### config.mk
export PLATFORM = sky130hd
export DESIGN_NAME = processador_uc
export DESIGN_NICKNAME = d
export VERILOG_FILES = /design/src/rtl/processador_uc.sv
export SDC_FILE = /design/constraint.sdc
export NUM_CORES = 1
export LEC_CHECK = 0
export BUFFER_PORTS_ARGS = -buffer_cell sky130_fd_sc_hd__buf_2
export CAP_MARGIN = 25
export CORE_UTILIZATION = 57
export DETAILED_ROUTE_END_ITERATION = 7
export PLACE_DENSITY = 0.85
export REMOVE_ABC_BUFFERS = 1
export SKIP_LAST_GASP = 1
export SYNTH_ARGS = -nofsm -noshare
export SYNTH_HDL_FRONTEND = slang
export SYNTH_SLANG_ARGS = --single-unit
### constraint.sdc
create_clock -name clk -period 2.58 [get_ports clk]
set_input_delay 0.258 -clock clk [delete_from_list [all_inputs] [get_ports clk]]
set_output_delay 0.258 -clock clk [all_outputs]
set_load 0.02 [all_outputs]
### src/rtl/processador_uc.sv
// Multicycle control unit for the RV64I core: sequences FETCH/DECODE/EXEC/MEM/WB, drives datapath strobes.
// Optional macro UC_ILLEGAL_TRAP_EN: illegal opcodes set a sticky flag and halt the core instead of acting as NOP.
module processador_uc #(
    parameter int INSTRET_W = 32
) (
    input  logic                 clk,
    input  logic                 reset,
    input  logic [6:0]           opcode,
    input  logic                 imem_valid,
    input  logic                 dmem_ready,
    output logic                 imem_req,
    output logic                 IR_load,
    output logic                 PC_load,
    output logic                 rf_we,
    output logic                 JAL,
    output logic                 JALR,
    output logic [1:0]           OP_MEM_I,
    output logic [1:0]           ULAop,
    output logic                 dmem_rd,
    output logic                 dmem_wr,
    output logic [INSTRET_W-1:0] instret,
    output logic                 illegal
);

    typedef enum logic [2:0] {
        S_FETCH, S_DECODE, S_EXEC, S_MEM, S_WB, S_HALT
    } state_t;

    typedef enum logic [3:0] {
        C_LOAD, C_STORE, C_OP, C_OPIMM, C_BRANCH, C_JAL, C_JALR, C_AUIPC, C_LUI, C_ILLEGAL
    } opc_class_t;

    function automatic opc_class_t classify(input logic [6:0] op);
        case (op)
            7'b0000011: return C_LOAD;
            7'b0100011: return C_STORE;
            7'b0110011: return C_OP;
            7'b0010011: return C_OPIMM;
            7'b1100011: return C_BRANCH;
            7'b1101111: return C_JAL;
            7'b1100111: return C_JALR;
            7'b0010111: return C_AUIPC;
            7'b0110111: return C_LUI;
            default:    return C_ILLEGAL;
        endcase
    endfunction

    function automatic logic [1:0] ula_for(input opc_class_t c);
        case (c)
            C_BRANCH: return 2'b01;
            C_OP:     return 2'b10;
            C_OPIMM:  return 2'b11;
            default:  return 2'b00;
        endcase
    endfunction

    state_t                 state_reg, state_next;
    logic [6:0]             opc_reg;
    logic [INSTRET_W-1:0]   instret_reg;
    opc_class_t             cls;

    logic       imem_req_c, pc_load_c, rf_we_c, jal_c, jalr_c, dmem_rd_c, dmem_wr_c;
    logic [1:0] op_mem_c, ula_c;

    assign cls = classify(opc_reg);

    always_ff @(posedge clk or negedge reset) begin
        if (!reset) begin
            state_reg <= S_FETCH;
            opc_reg   <= '0;
        end else begin
            state_reg <= state_next;
            if (state_reg == S_DECODE)
                opc_reg <= opcode;
        end
    end

    always_comb begin
        state_next = state_reg;
        case (state_reg)
            S_FETCH:  if (imem_valid) state_next = S_DECODE;
            S_DECODE: state_next = S_EXEC;
            S_EXEC: begin
                case (cls)
                    C_BRANCH, C_JAL, C_JALR:      state_next = S_FETCH;
                    C_OP, C_OPIMM, C_AUIPC, C_LUI: state_next = S_WB;
                    C_LOAD, C_STORE:              state_next = S_MEM;
`ifdef UC_ILLEGAL_TRAP_EN
                    default:                      state_next = S_HALT;
`else
                    default:                      state_next = S_FETCH;
`endif
                endcase
            end
            S_MEM:    if (dmem_ready) state_next = (cls == C_LOAD) ? S_WB : S_FETCH;
            S_WB:     state_next = S_FETCH;
            S_HALT:   state_next = S_HALT;
            default:  state_next = S_FETCH;
        endcase
    end

    // Moore strobes from state and latched opcode; STORE completion in MEM is the only input-qualified retire.
    always_comb begin
        imem_req_c = 1'b0;
        pc_load_c  = 1'b0;
        rf_we_c    = 1'b0;
        jal_c      = 1'b0;
        jalr_c     = 1'b0;
        dmem_rd_c  = 1'b0;
        dmem_wr_c  = 1'b0;
        op_mem_c   = 2'b00;
        ula_c      = 2'b00;
        case (state_reg)
            S_FETCH: imem_req_c = 1'b1;
            S_EXEC: begin
                ula_c = ula_for(cls);
                case (cls)
                    C_BRANCH: pc_load_c = 1'b1;
                    C_JAL: begin
                        jal_c = 1'b1; op_mem_c = 2'b11; rf_we_c = 1'b1; pc_load_c = 1'b1;
                    end
                    C_JALR: begin
                        jalr_c = 1'b1; op_mem_c = 2'b11; rf_we_c = 1'b1; pc_load_c = 1'b1;
                    end
`ifndef UC_ILLEGAL_TRAP_EN
                    C_ILLEGAL: pc_load_c = 1'b1;
`endif
                    default: ;
                endcase
            end
            S_MEM: begin
                dmem_rd_c = (cls == C_LOAD);
                dmem_wr_c = (cls == C_STORE);
                pc_load_c = (cls == C_STORE) && dmem_ready;
            end
            S_WB: begin
                rf_we_c   = 1'b1;
                pc_load_c = 1'b1;
                ula_c     = ula_for(cls);
                if (cls == C_LOAD)
                    op_mem_c = 2'b01;
                else if (cls == C_AUIPC || cls == C_LUI)
                    op_mem_c = 2'b10;
            end
            default: ;
        endcase
    end

    // Qualify every strobe with reset so they fall the instant reset goes low.
    assign imem_req = reset & imem_req_c;
    assign IR_load  = reset & imem_valid & (state_reg == S_FETCH);
    assign PC_load  = reset & pc_load_c;
    assign rf_we    = reset & rf_we_c;
    assign JAL      = reset & jal_c;
    assign JALR     = reset & jalr_c;
    assign dmem_rd  = reset & dmem_rd_c;
    assign dmem_wr  = reset & dmem_wr_c;
    assign OP_MEM_I = reset ? op_mem_c : 2'b00;
    assign ULAop    = reset ? ula_c : 2'b00;

    always_ff @(posedge clk or negedge reset) begin
        if (!reset)
            instret_reg <= '0;
        else if (pc_load_c)
            instret_reg <= instret_reg + {{(INSTRET_W-1){1'b0}}, 1'b1};
    end
    assign instret = instret_reg;

`ifdef UC_ILLEGAL_TRAP_EN
    logic illegal_reg;
    always_ff @(posedge clk or negedge reset) begin
        if (!reset)
            illegal_reg <= 1'b0;
        else if (state_reg == S_EXEC && cls == C_ILLEGAL)
            illegal_reg <= 1'b1;
    end
    assign illegal = illegal_reg;
`else
    assign illegal = 1'b0;
`endif

endmodule

# After elaboration in Yosys (flattened, before gate mapping)
# Memory sizes are Yosys's and may differ from the RTL's.
# Cells that the tools add are included.
word_totals:
  ff_bits: 42
  mem_bits_ro: 48
  in_bits: 11
  out_inout_bits: 45
  elab_cells: 71
  memories: 1
mem_list:
  columns: ["name", "depth", "width", "read_ports", "rd_ports_with_merged_regs", "write_ports", "line", "text"]
  rows:
  - ["(no name shown)", 16, 3, 1, 0, 0, "84", "case (cls)"]
classes:
  n_addsub: 1
  n_eq_ne: 25
  mux: 24
  bitwise: 9
  n_reduce_logical: 8
ops:
  columns: ["operator", "count"]
  rows:
  - ["$pmux 4 s9", 1]
  - ["$add 32x1->32 const B", 1]
  - ["$eq 7x6->1 const B", 3]
  - ["$eq 7x7->1 const B", 3]
  - ["$eq 4x3->1 const B", 4]
  - ["$pmux 3 s5", 1]
  - ["$eq 7x5->1 const B", 2]
  - ["$mux 2", 6]
  - ["$and 1x1->1", 9]
  - ["$mux 1", 9]
  - ["$mux 3", 3]
  - ["$eq 4x2->1 const B", 2]
  - ["$eq 4x4->1 const B", 2]
  - ["$eq 7x2->1 const B", 1]
  - ["$eq 3x2->1 const B", 2]
  - ["$eq 3x3->1 const B", 2]
  - ["$pmux 2 s3", 1]
  - ["$eq 4x1->1 const B", 1]
  - ["$logic_not 4->1", 1]
  - ["$ne 2x2->1 const B", 2]
  - ["$pmux 2 s2", 1]
  - ["$reduce_or 2->1", 2]
  - ["$reduce_or 4->1", 1]
  - ["$eq 3x1->1 const B", 1]
  - ["6 further kinds", 6]

# Longest topological paths before layout
# Gate-level depths: netlist of the first run.
logic_depth:
  word_depth: 8
  depth_mapped: 7

# Least setup slack after synthesis of the first run
# Ideal clock, no wire load.
synth_path:
  path_type: "flip-flop to output port"
  from: "reg state_reg[1]"
  to: "out IR_load"
  arrival_time_ps: 1763
  required_time_ps: 2322
  path_slack_ps: 559
  path_stages_with_launch: 4
  path_buffers: 1
  path_cell_list: "dfrtp_1 clkbuf_1 nor4b_1 and2_1"
synth_between:
  elab_chain_len: 2
synth_lines:
  columns: ["element", "line", "text"]
  rows:
  - ["from (decl)", "57", "state_t state_reg, state_next;"]
  - ["from (signal assigned)", "72", "state_reg <= state_next;"]
  - ["$logic_not 3->1", "151", "assign IR_load = reset & imem_valid & (state_reg == S_FETCH);"]
  - ["$and 1x1->1", "151", null]
  - ["to (decl)", "12", "output logic IR_load,"]
# Every way passes these cells.

# Worst setup path after layout of the first run
layout_path:
  from: "reg state_reg[2]"
  to: "out PC_load"
layout_between:
  elab_chain_len: 3
  word_cells_on_any_way: 5
layout_lines:
  columns: ["element", "line", "text"]
  rows:
  - ["$eq 3x3->1 / $eq 3x2->1 (equally long branches)", "113", "case (state_reg)"]
  - ["$pmux 1 s3 *", "113", null]
  - ["$and 1x1->1 *", "152", "assign PC_load = reset & pc_load_c;"]
  - ["to (decl)", "13", "output logic PC_load,"]
# Mark *: on every way between the ends. The rest lies on a longest branch, timed or not.

==> results of run 1 <==
-- cell type report --
type                            instances  area, um^2  area share
Clock inverter                          1       5.005    0.001895
Clock buffer                            7       86.33     0.03269
Multi-Input combinational cell        171        1140      0.4315
Tap cell                               48       60.06     0.02274
Sequential cell                        42        1051      0.3979
Inverter                                1       3.754    0.001421
Timing Repair Buffer                   57       295.3      0.1118
-- cells by family after synthesis --
family / synth area share
other cells: 0.001649
compound gates: 0.07429
xor+xnor: 0.1194
flops: 0.4623
fa+ha+maj: 0.005503
buf+inv: 0.03632
mux: 0.03963
simple gates: 0.2609
-- path summary, 6_finish.rpt --
path | startpoint | endpoint | cells after the start
setup / recovery | state_reg[2] | PC_load | 5
hold / removal | opcode[2] | opc_reg[2] | 2
setup reg to reg | state_reg[2] | instret[11] | 5
hold reg to reg | instret[3] | instret[3] | 1
max in group asynchronous | reset | instret[1] | 3
min in group asynchronous | reset | opc_reg[5] | 2
-- per-stage QoR --
stage | hold slack, ns | util
finish | 0.1921 | 0.7055
CTS | 0.1891 | 0.7055
detailed placement | 0.1577 | 0.6785
floorplan | -0.03759 | -
global route | 0.1903 | 0.7055
global placement | 0.1591 | 0.6785
-- synthesized netlist by cell type, drive strengths merged (3+ instances only) --
library cell	n
a21oi	10
and2	3
and3	6
and4	6
buf	6
clkbuf	7
dfrtp	42
mux2	8
nand2	19
nand2b	3
nand3	20
nand4	11
nor2	18
nor2b	4
nor3	3
nor4	4
xnor2	27
xor2	4
-- per-layer routing --
layer	track usage	wire [um]	vias up
li1	-	-	901
met1	0.3152	2105	928
met2	0.3763	2243	59
met3	0.03125	200	5
met4	0.07880	39	0
met5	0	0	-
-- power by group through the flow --
stage               Sequential (mW)  Clock [mW]  Combinational, mW
detailed placement             1.01           0              0.661
CTS                           0.995       0.435              0.666
floorplan                      1.01           0              0.453
finish                         1.00       0.429              0.664
global route                   1.03       0.462              0.739
global placement              0.998           0              0.644
==> impl_metrics.env, run 1 <==
export IMPL_critPathMaxStageDelay_ns=0.55
export IMPL_end_kind="output port"
export IMPL_gr_total_overflow=0
export IMPL_period_share=0.9271
export IMPL_design_area_um2=2641
export IMPL_status="finished, final reports clean"
export IMPL_synth_edf_count=0
export IMPL_rsz0062_at_grt="no"
export IMPL_start_kind="flip-flop"
export IMPL_clockBufferDepth=2
export IMPL_synth_area_per_cell_um2=10.02
export IMPL_fp_row_count=22
export IMPL_yosys_area_top_type="dfrtp_1"
export IMPL_final_layout_size_suffix_gt1_frac=0.2724
export IMPL_grt_max_degree=20
export IMPL_maxSlewViolCount=0
export IMPL_grt_pass1_vias=1660
export IMPL_cts_htree_levels=2
export IMPL_ys_warn_count=0
export IMPL_synth_top_area_frac=0.4623
export IMPL_root_buffer="clkbuf_8"
export IMPL_cts_buffers=5
export IMPL_drc=0
export IMPL_worst_path_buf_inv=1
export IMPL_skew_ns=0.008190
export IMPL_cts_sinks=42
export IMPL_drt_pass1_iterations=4
export IMPL_cp_slowest_cell="dfrtp_1"
export IMPL_final_common_cell="buf_2"
export IMPL_synthArstFlopShare=1.000
export IMPL_nets=290
export IMPL_crit_family="simple AND/OR/NAND/NOR gates"
export IMPL_ff2ff_setup_slack_ns=0.43
export IMPL_cp_cell_sequence="or3b_1 -> a32o_2 -> nand2_1 -> and2_1 -> buf_2"
export IMPL_min_path_type="in2reg"
export IMPL_largest_reg_flops=32
export IMPL_hpwlAfterDp_um=3328
export IMPL_power_switching_uw=794.1
export IMPL_synth_flop_cell="dfrtp_1"
export IMPL_path_class="reg2out"
export IMPL_finalWirelength_um=4588
export IMPL_synth_cell_types=41
export IMPL_required_ns=2.32
export IMPL_swShare=0.3790
export IMPL_dpl_worst_slack_ns=0.4396
export IMPL_core_um2=3744
export IMPL_layout_common_cells="buf_2 (54), dfrtp_1 (42), xnor2_1 (27)"
export IMPL_ios=56
export IMPL_vias=1893
export IMPL_area_delta_synth_final_pct=16.18
export IMPL_crit_arrival_ns=2.13
export IMPL_synthesis_area_um2=2273
export IMPL_setup_ws_ns=0.1881
export IMPL_dpl_cell_area_um2=2540
export IMPL_total_power_mw=2.095
export IMPL_hold_buffers=1
export IMPL_setup_viol=0
export IMPL_comb_power_share=0.317
export IMPL_track_usage=0.2298
export IMPL_ys_ff_latch=42
export IMPL_viasPerCell=5.789
export IMPL_clk_latency_ns=0.29
export IMPL_worst_pin_slew_ns=0.5743
export IMPL_antenna_found_initial=0
export IMPL_relSlewSlack=0.6155
export IMPL_cellPowerDensity_nw_per_um2=793.2
export IMPL_finalHoldViolations=0
export IMPL_initial_utilization=0.6073
export IMPL_fmax_mhz=418.1
export IMPL_ys_seq_area_frac=0.4623
export IMPL_maxCapViolations=0
export IMPL_tritoncts="done"
export IMPL_die_x_um=65.16
export IMPL_postCtsResizedCells=0
export IMPL_power_leakage_nw=1.227
export IMPL_min_period_ns=2.392
export IMPL_grt_pass1_wl_um=7521
export IMPL_layout_cells_non_filler=327
export IMPL_gp_congestion=0.8058
export IMPL_setup_tns_ns=0
export IMPL_dp_cells=318
export IMPL_clk_pin_slew_ns=0.08
export IMPL_n_antenna_cell=0
export IMPL_io_buffers=54
export IMPL_intPower_mw=1.301
export IMPL_syn_inst=227
export IMPL_fillers=289
export IMPL_drtIter0Drc=202
export IMPL_postCtsSetupBuffers=0
export IMPL_fp_dieH_um=65.16
export IMPL_ys_top_cells_by_area="dfrtp_1 (46%), xnor2_1 (10%), nand3_1 (4.4%)"
export IMPL_routedWlPerCell_um=14.03
export IMPL_p_seq_frac=0.478
export IMPL_crit_fanout=13
export IMPL_die_area_um2=4245
export IMPL_ant_nets=0
export IMPL_ir_drop_uv=626.5
export IMPL_clockPowerShare=0.205
(Power assumes the default switching activity.)
==> inputs of run 2 (changes only) <==
==> constraint.sdc (replaced) <==
create_clock -name clk -period 2.58 [get_ports clk]
set_input_delay 0.387 -clock clk [delete_from_list [all_inputs] [get_ports clk]]
set_output_delay 0.387 -clock clk [all_outputs]
set_load 0.02 [all_outputs]
==> impl_metrics.env, run 2 (synthesis results as in run 1) <==
export IMPL_viasPerCell=5.740
export IMPL_maxSlewViolCount=0
export IMPL_cts_sinks=42
export IMPL_postCtsSetupBuffers=0
export IMPL_critPathMaxStageDelay_ns=0.50
export IMPL_antenna_found_initial=0
export IMPL_die_x_um=65.16
export IMPL_vias=1877
export IMPL_setup_viol=0
export IMPL_root_buffer="clkbuf_8"
export IMPL_drc=0
export IMPL_fp_dieH_um=65.16
export IMPL_finalHoldViolations=0
export IMPL_cts_htree_levels=2
export IMPL_gr_total_overflow=0
export IMPL_finalWirelength_um=4941
export IMPL_maxCapViolations=0
export IMPL_ff2ff_setup_slack_ns=0.43
export IMPL_layout_common_cells="buf_2 (54), dfrtp_1 (40), xnor2_1 (27)"
export IMPL_gp_congestion=0.8283
export IMPL_n_antenna_cell=0
export IMPL_drtIter0Drc=133
export IMPL_clk_pin_slew_ns=0.07
export IMPL_setup_ws_ns=0.1086
export IMPL_crit_arrival_ns=2.08
export IMPL_fp_row_count=22
export IMPL_dpl_worst_slack_ns=0.3937
export IMPL_worstRegToRegCells=5
export IMPL_skew_ns=0.004886
export IMPL_fillers=295
export IMPL_grt_pass1_wl_um=8190
export IMPL_required_ns=2.19
export IMPL_ant_nets=0
export IMPL_final_core_util=0.7076
export IMPL_grt_max_degree=22
export IMPL_io_buffers=54
export IMPL_core_um2=3744
export IMPL_status="finished, final reports clean"
export IMPL_worst_pin_slew_ns=0.5451
export IMPL_period_share=0.9579
export IMPL_min_period_ns=2.471
export IMPL_design_area_um2=2649
export IMPL_dpl_cell_area_um2=2540
export IMPL_cellPowerDensity_nw_per_um2=797.1
export IMPL_die_area_um2=4245
export IMPL_fmax_mhz=404.6
export IMPL_relSlewSlack=0.6350
export IMPL_clockBufferDepth=2
export IMPL_clk_latency_ns=0.30
export IMPL_power_leakage_nw=1.225
export IMPL_ir_drop_uv=614.5
export IMPL_start_kind="flip-flop"
export IMPL_hpwlAfterDp_um=3494
export IMPL_final_layout_size_suffix_gt1_frac=0.2832
export IMPL_routedWlPerCell_um=15.11
export IMPL_drt_pass1_iterations=4
export IMPL_crit_fanout=13
export IMPL_whs_ns=0.3190
export IMPL_cp_cell_sequence="or3b_1 -> a32o_2 -> nand2_1 -> and2_1 -> buf_2"
export IMPL_grt_pass1_vias=1844
export IMPL_path_class="reg2out"
export IMPL_cp_slowest_cell="dfrtp_1"
export IMPL_end_kind="output port"
export IMPL_cts_buffers=5
export IMPL_track_usage=0.2576
export IMPL_tritoncts="done"
export IMPL_final_common_cell="buf_2"
export IMPL_ios=56
export IMPL_initial_utilization=0.6073
export IMPL_largest_reg_flops=32
export IMPL_worst_hold_path_num_cells=2
export IMPL_area_delta_synth_final_pct=16.51
export IMPL_min_path_type="in2reg"
export IMPL_nets=290
[run 2: layout make-up]
type,instances,area (um^2),share of cell area
Multi-Input combinational cell,171,1145,0.4322
Inverter,1,3.754,0.001417
Timing Repair Buffer,57,295.3,0.1115
Sequential cell,42,1054,0.3977
Tap cell,48,60.06,0.02267
Clock inverter,1,5.005,0.001889
Clock buffer,7,86.33,0.03259
[run 2: per-stage QoR]
stage               setup TNS, ns  total power, mW  std cells
floorplan                       0            1.464        214
global placement                0            1.642        318
detailed placement              0            1.672        318
CTS                             0            2.103        327
global route            -0.005496            2.244        327
finish                          0            2.111        327
[run 2: final timing paths]
kind / start / endpoint
worst max-delay path: state_reg[0] / PC_load
worst min-delay path: opcode[2] / opc_reg[2]
worst max register to register: state_reg[0] / instret[11]
worst min register to register: instret[31] / instret[31]
max in group asynchronous: reset / state_reg[2]
min in group asynchronous: reset / opc_reg[3]
[run 2: per-layer routing]
metal	routed length, um	up-vias	part of all wire	global-route usage
li1	-	900	-	-
met3	197	13	0.040	0.06076
met2	2410	50	0.49	0.4219
met1	2226	914	0.45	0.3218
met5	0	-	0	0
met4	107	0	0.022	0.1223
[run 2: critical path, delay by kind of cell, from the launching register on]
| kind | cells | cell delay [ns] |
|---|---|---|
| AND/OR/NAND/NOR | 3 | 0.81 |
| AO/OA/AOI/OAI | 1 | 0.32 |
| buffers and inverters | 1 | 0.15 |
| flip-flops | 1 | 0.50 |
[run 2: repair_timing]
| item | in CTS | in global routing |
|---|---|---|
| gates resized for setup | 0 | 3 |
| setup endpoints to repair | 0 | 1 |
| hold buffers | 1 | 0 |
| hold endpoints to repair | 7 | 0 |
[run 2: where the power goes]
part / switching, mW / leakage (nW) / internal (mW) / total, mW
clock: 0.217 / 0.0482 / 0.216 / 0.432
combinational: 0.364 / 0.626 / 0.309 / 0.673
sequential: 0.226 / 0.551 / 0.780 / 1.01
total: 0.807 / 1.23 / 1.30 / 2.11
==> inputs of run 3 (changes only) <==
CORE_UTILIZATION = 48   (was 57)
PLACE_DENSITY = 0.76   (was 0.85)
clock period = 2.1 ns   (was 2.58 ns; I/O delays follow)
==> impl_metrics.env, run 3 (synthesis results as in run 1) <==
export IMPL_viasPerCell=5.687
export IMPL_cp_depth=4
export IMPL_antenna_found_initial=0
export IMPL_grt_max_degree=23
export IMPL_clk_latency_ns=0.29
export IMPL_routedWlPerCell_um=14.91
export IMPL_worst_pin_slew_ns=0.5402
export IMPL_crit_fanout=5
export IMPL_largest_reg_flops=32
export IMPL_fp_row_count=24
export IMPL_critPathMaxStageDelay_ns=0.43
export IMPL_grt_pass1_vias=1844
export IMPL_layout_common_cells="buf_2 (49), dfrtp_1 (39), xnor2_1 (27)"
export IMPL_dpl_cell_area_um2=2620
export IMPL_ios=56
export IMPL_dpl_worst_slack_ns=0.1570
export IMPL_setup_viol=0
export IMPL_maxSlewViolCount=0
export IMPL_setup_ws_ns=0.01003
export IMPL_cp_slowest_cell="or3b_4"
export IMPL_period_share=0.9952
export IMPL_io_buffers=54
export IMPL_power_leakage_nw=1.327
export IMPL_gr_total_overflow=0
export IMPL_ir_drop_uv=719.6
export IMPL_finalWirelength_um=5188
export IMPL_cp_cell_sequence="or3b_4 -> or3_1 -> a21oi_1 -> buf_4"
export IMPL_skew_ns=0.008431
export IMPL_core_um2=4444
export IMPL_root_buffer="clkbuf_8"
export IMPL_relSlewSlack=0.6383
export IMPL_fp_dieH_um=70.82
export IMPL_clk_pin_slew_ns=0.08
export IMPL_required_ns=1.78
export IMPL_tritoncts="done"
export IMPL_crit_arrival_ns=1.77
export IMPL_maxCapViolations=0
export IMPL_worst_path_buf_inv=1
export IMPL_end_kind="output port"
export IMPL_vias=1979
export IMPL_initial_utilization=0.5115
export IMPL_gp_congestion=0.8751
export IMPL_design_area_um2=2865
export IMPL_min_period_ns=2.090
export IMPL_grt_pass1_wl_um=8825
export IMPL_finalHoldViolations=0
export IMPL_n_antenna_cell=0
export IMPL_rsz0062_at_grt="yes"
export IMPL_clockBufferDepth=2
export IMPL_ant_nets=0
export IMPL_violations="DRC"
export IMPL_die_area_um2=5015
export IMPL_drtIter0Drc=85
export IMPL_area_delta_synth_final_pct=26.03
export IMPL_nets=307
export IMPL_start_kind="flip-flop"
export IMPL_worstRegToRegCells=8
export IMPL_fillers=359
export IMPL_die_x_um=70.82
export IMPL_cts_htree_levels=2
export IMPL_cellPowerDensity_nw_per_um2=1012
export IMPL_fmax_mhz=478.5
export IMPL_path_class="reg2out"
export IMPL_crit_family="simple AND/OR/NAND/NOR gates"
export IMPL_drc=8
export IMPL_min_path_type="in2async"
export IMPL_drt_pass1_iterations=7
export IMPL_status="complete, but fails checks"
export IMPL_final_common_cell="buf_2"
export IMPL_final_layout_size_suffix_gt1_frac=0.3818
export IMPL_track_usage=0.2224
export IMPL_cts_sinks=42
export IMPL_hpwlAfterDp_um=3727
export IMPL_cts_buffers=5
[run 3: layout make-up]
type / instances / area [um^2] / area share
Tap cell: 52 / 65.06 / 0.02271
Clock inverter: 2 / 12.51 / 0.004367
Sequential cell: 42 / 1055 / 0.3681
Multi-Input combinational cell: 171 / 1210 / 0.4223
Inverter: 1 / 3.754 / 0.001310
Timing Repair Buffer: 74 / 436.7 / 0.1524
Clock buffer: 6 / 82.58 / 0.02882
[run 3: worst paths after layout]
kind / to / slack, ns / start
worst max-delay path: OP_MEM_I[0] / 0.01 / state_reg[0]
worst min-delay path: instret[23] / 0.1 / reset
worst max register to register: instret[18] / 0.06 / opc_reg[4]
worst min register to register: instret[31] / 0.47 / instret[31]
max in group asynchronous: opc_reg[4] / 1.76 / reset
min in group clk: opc_reg[5] / 0.25 / opcode[5]
[run 3: timing repair]
action / in CTS / in global routing
buffers inserted: 5 / 3
hold buffers: 0 / 0
pin swaps: 2 / 4
setup endpoints to repair: 8 / 9
hold endpoints to repair: 0 / 0
resized for setup: 9 / 18
[run 3: worst register-to-register path, stage by stage, from the launching register on]
cell	delay, ns
dfrtp_2	0.44
buf_4	0.15
buf_4	0.12
nand2b_1	0.13
a32o_2	0.27
buf_4	0.15
a21oi_4	0.33
nand4_1	0.18
xnor2_1	0.15
[run 3: metal layers]
| metal | part of all wire | track usage | wire (um) |
|---|---|---|---|
| met3 | 0.050 | 0.03704 | 261 |
| met1 | 0.44 | 0.3045 | 2293 |
| met5 | 0 | 0 | 0 |
| met2 | 0.50 | 0.3697 | 2589 |
| met4 | 0.0085 | 0.06000 | 44 |
[run 3: per-stage QoR]
stage / cells / TNS (ns) / hold WS [ns] / utilization / power [mW]
6_report: 348 / 0 / 0.09845 / 0.6447 / 2.901
3_5_place_dp: 332 / 0 / 0.4171 / 0.5895 / 2.153
5_1_grt: 348 / -0.3780 / 0.1387 / 0.6447 / 3.099
4_1_cts: 345 / -0.002358 / 0.08914 / 0.6236 / 2.781
2_1_floorplan: 214 / -0.05025 / 0.01941 / - / 1.799
3_3_place_gp: 332 / 0 / 0.4167 / 0.5895 / 2.115
[run 3: report_power, final]
group	internal (mW)	total, mW	switching (mW)
Sequential	0.964	1.17	0.206
Clock	0.264	0.542	0.278
Combinational	0.569	1.19	0.621
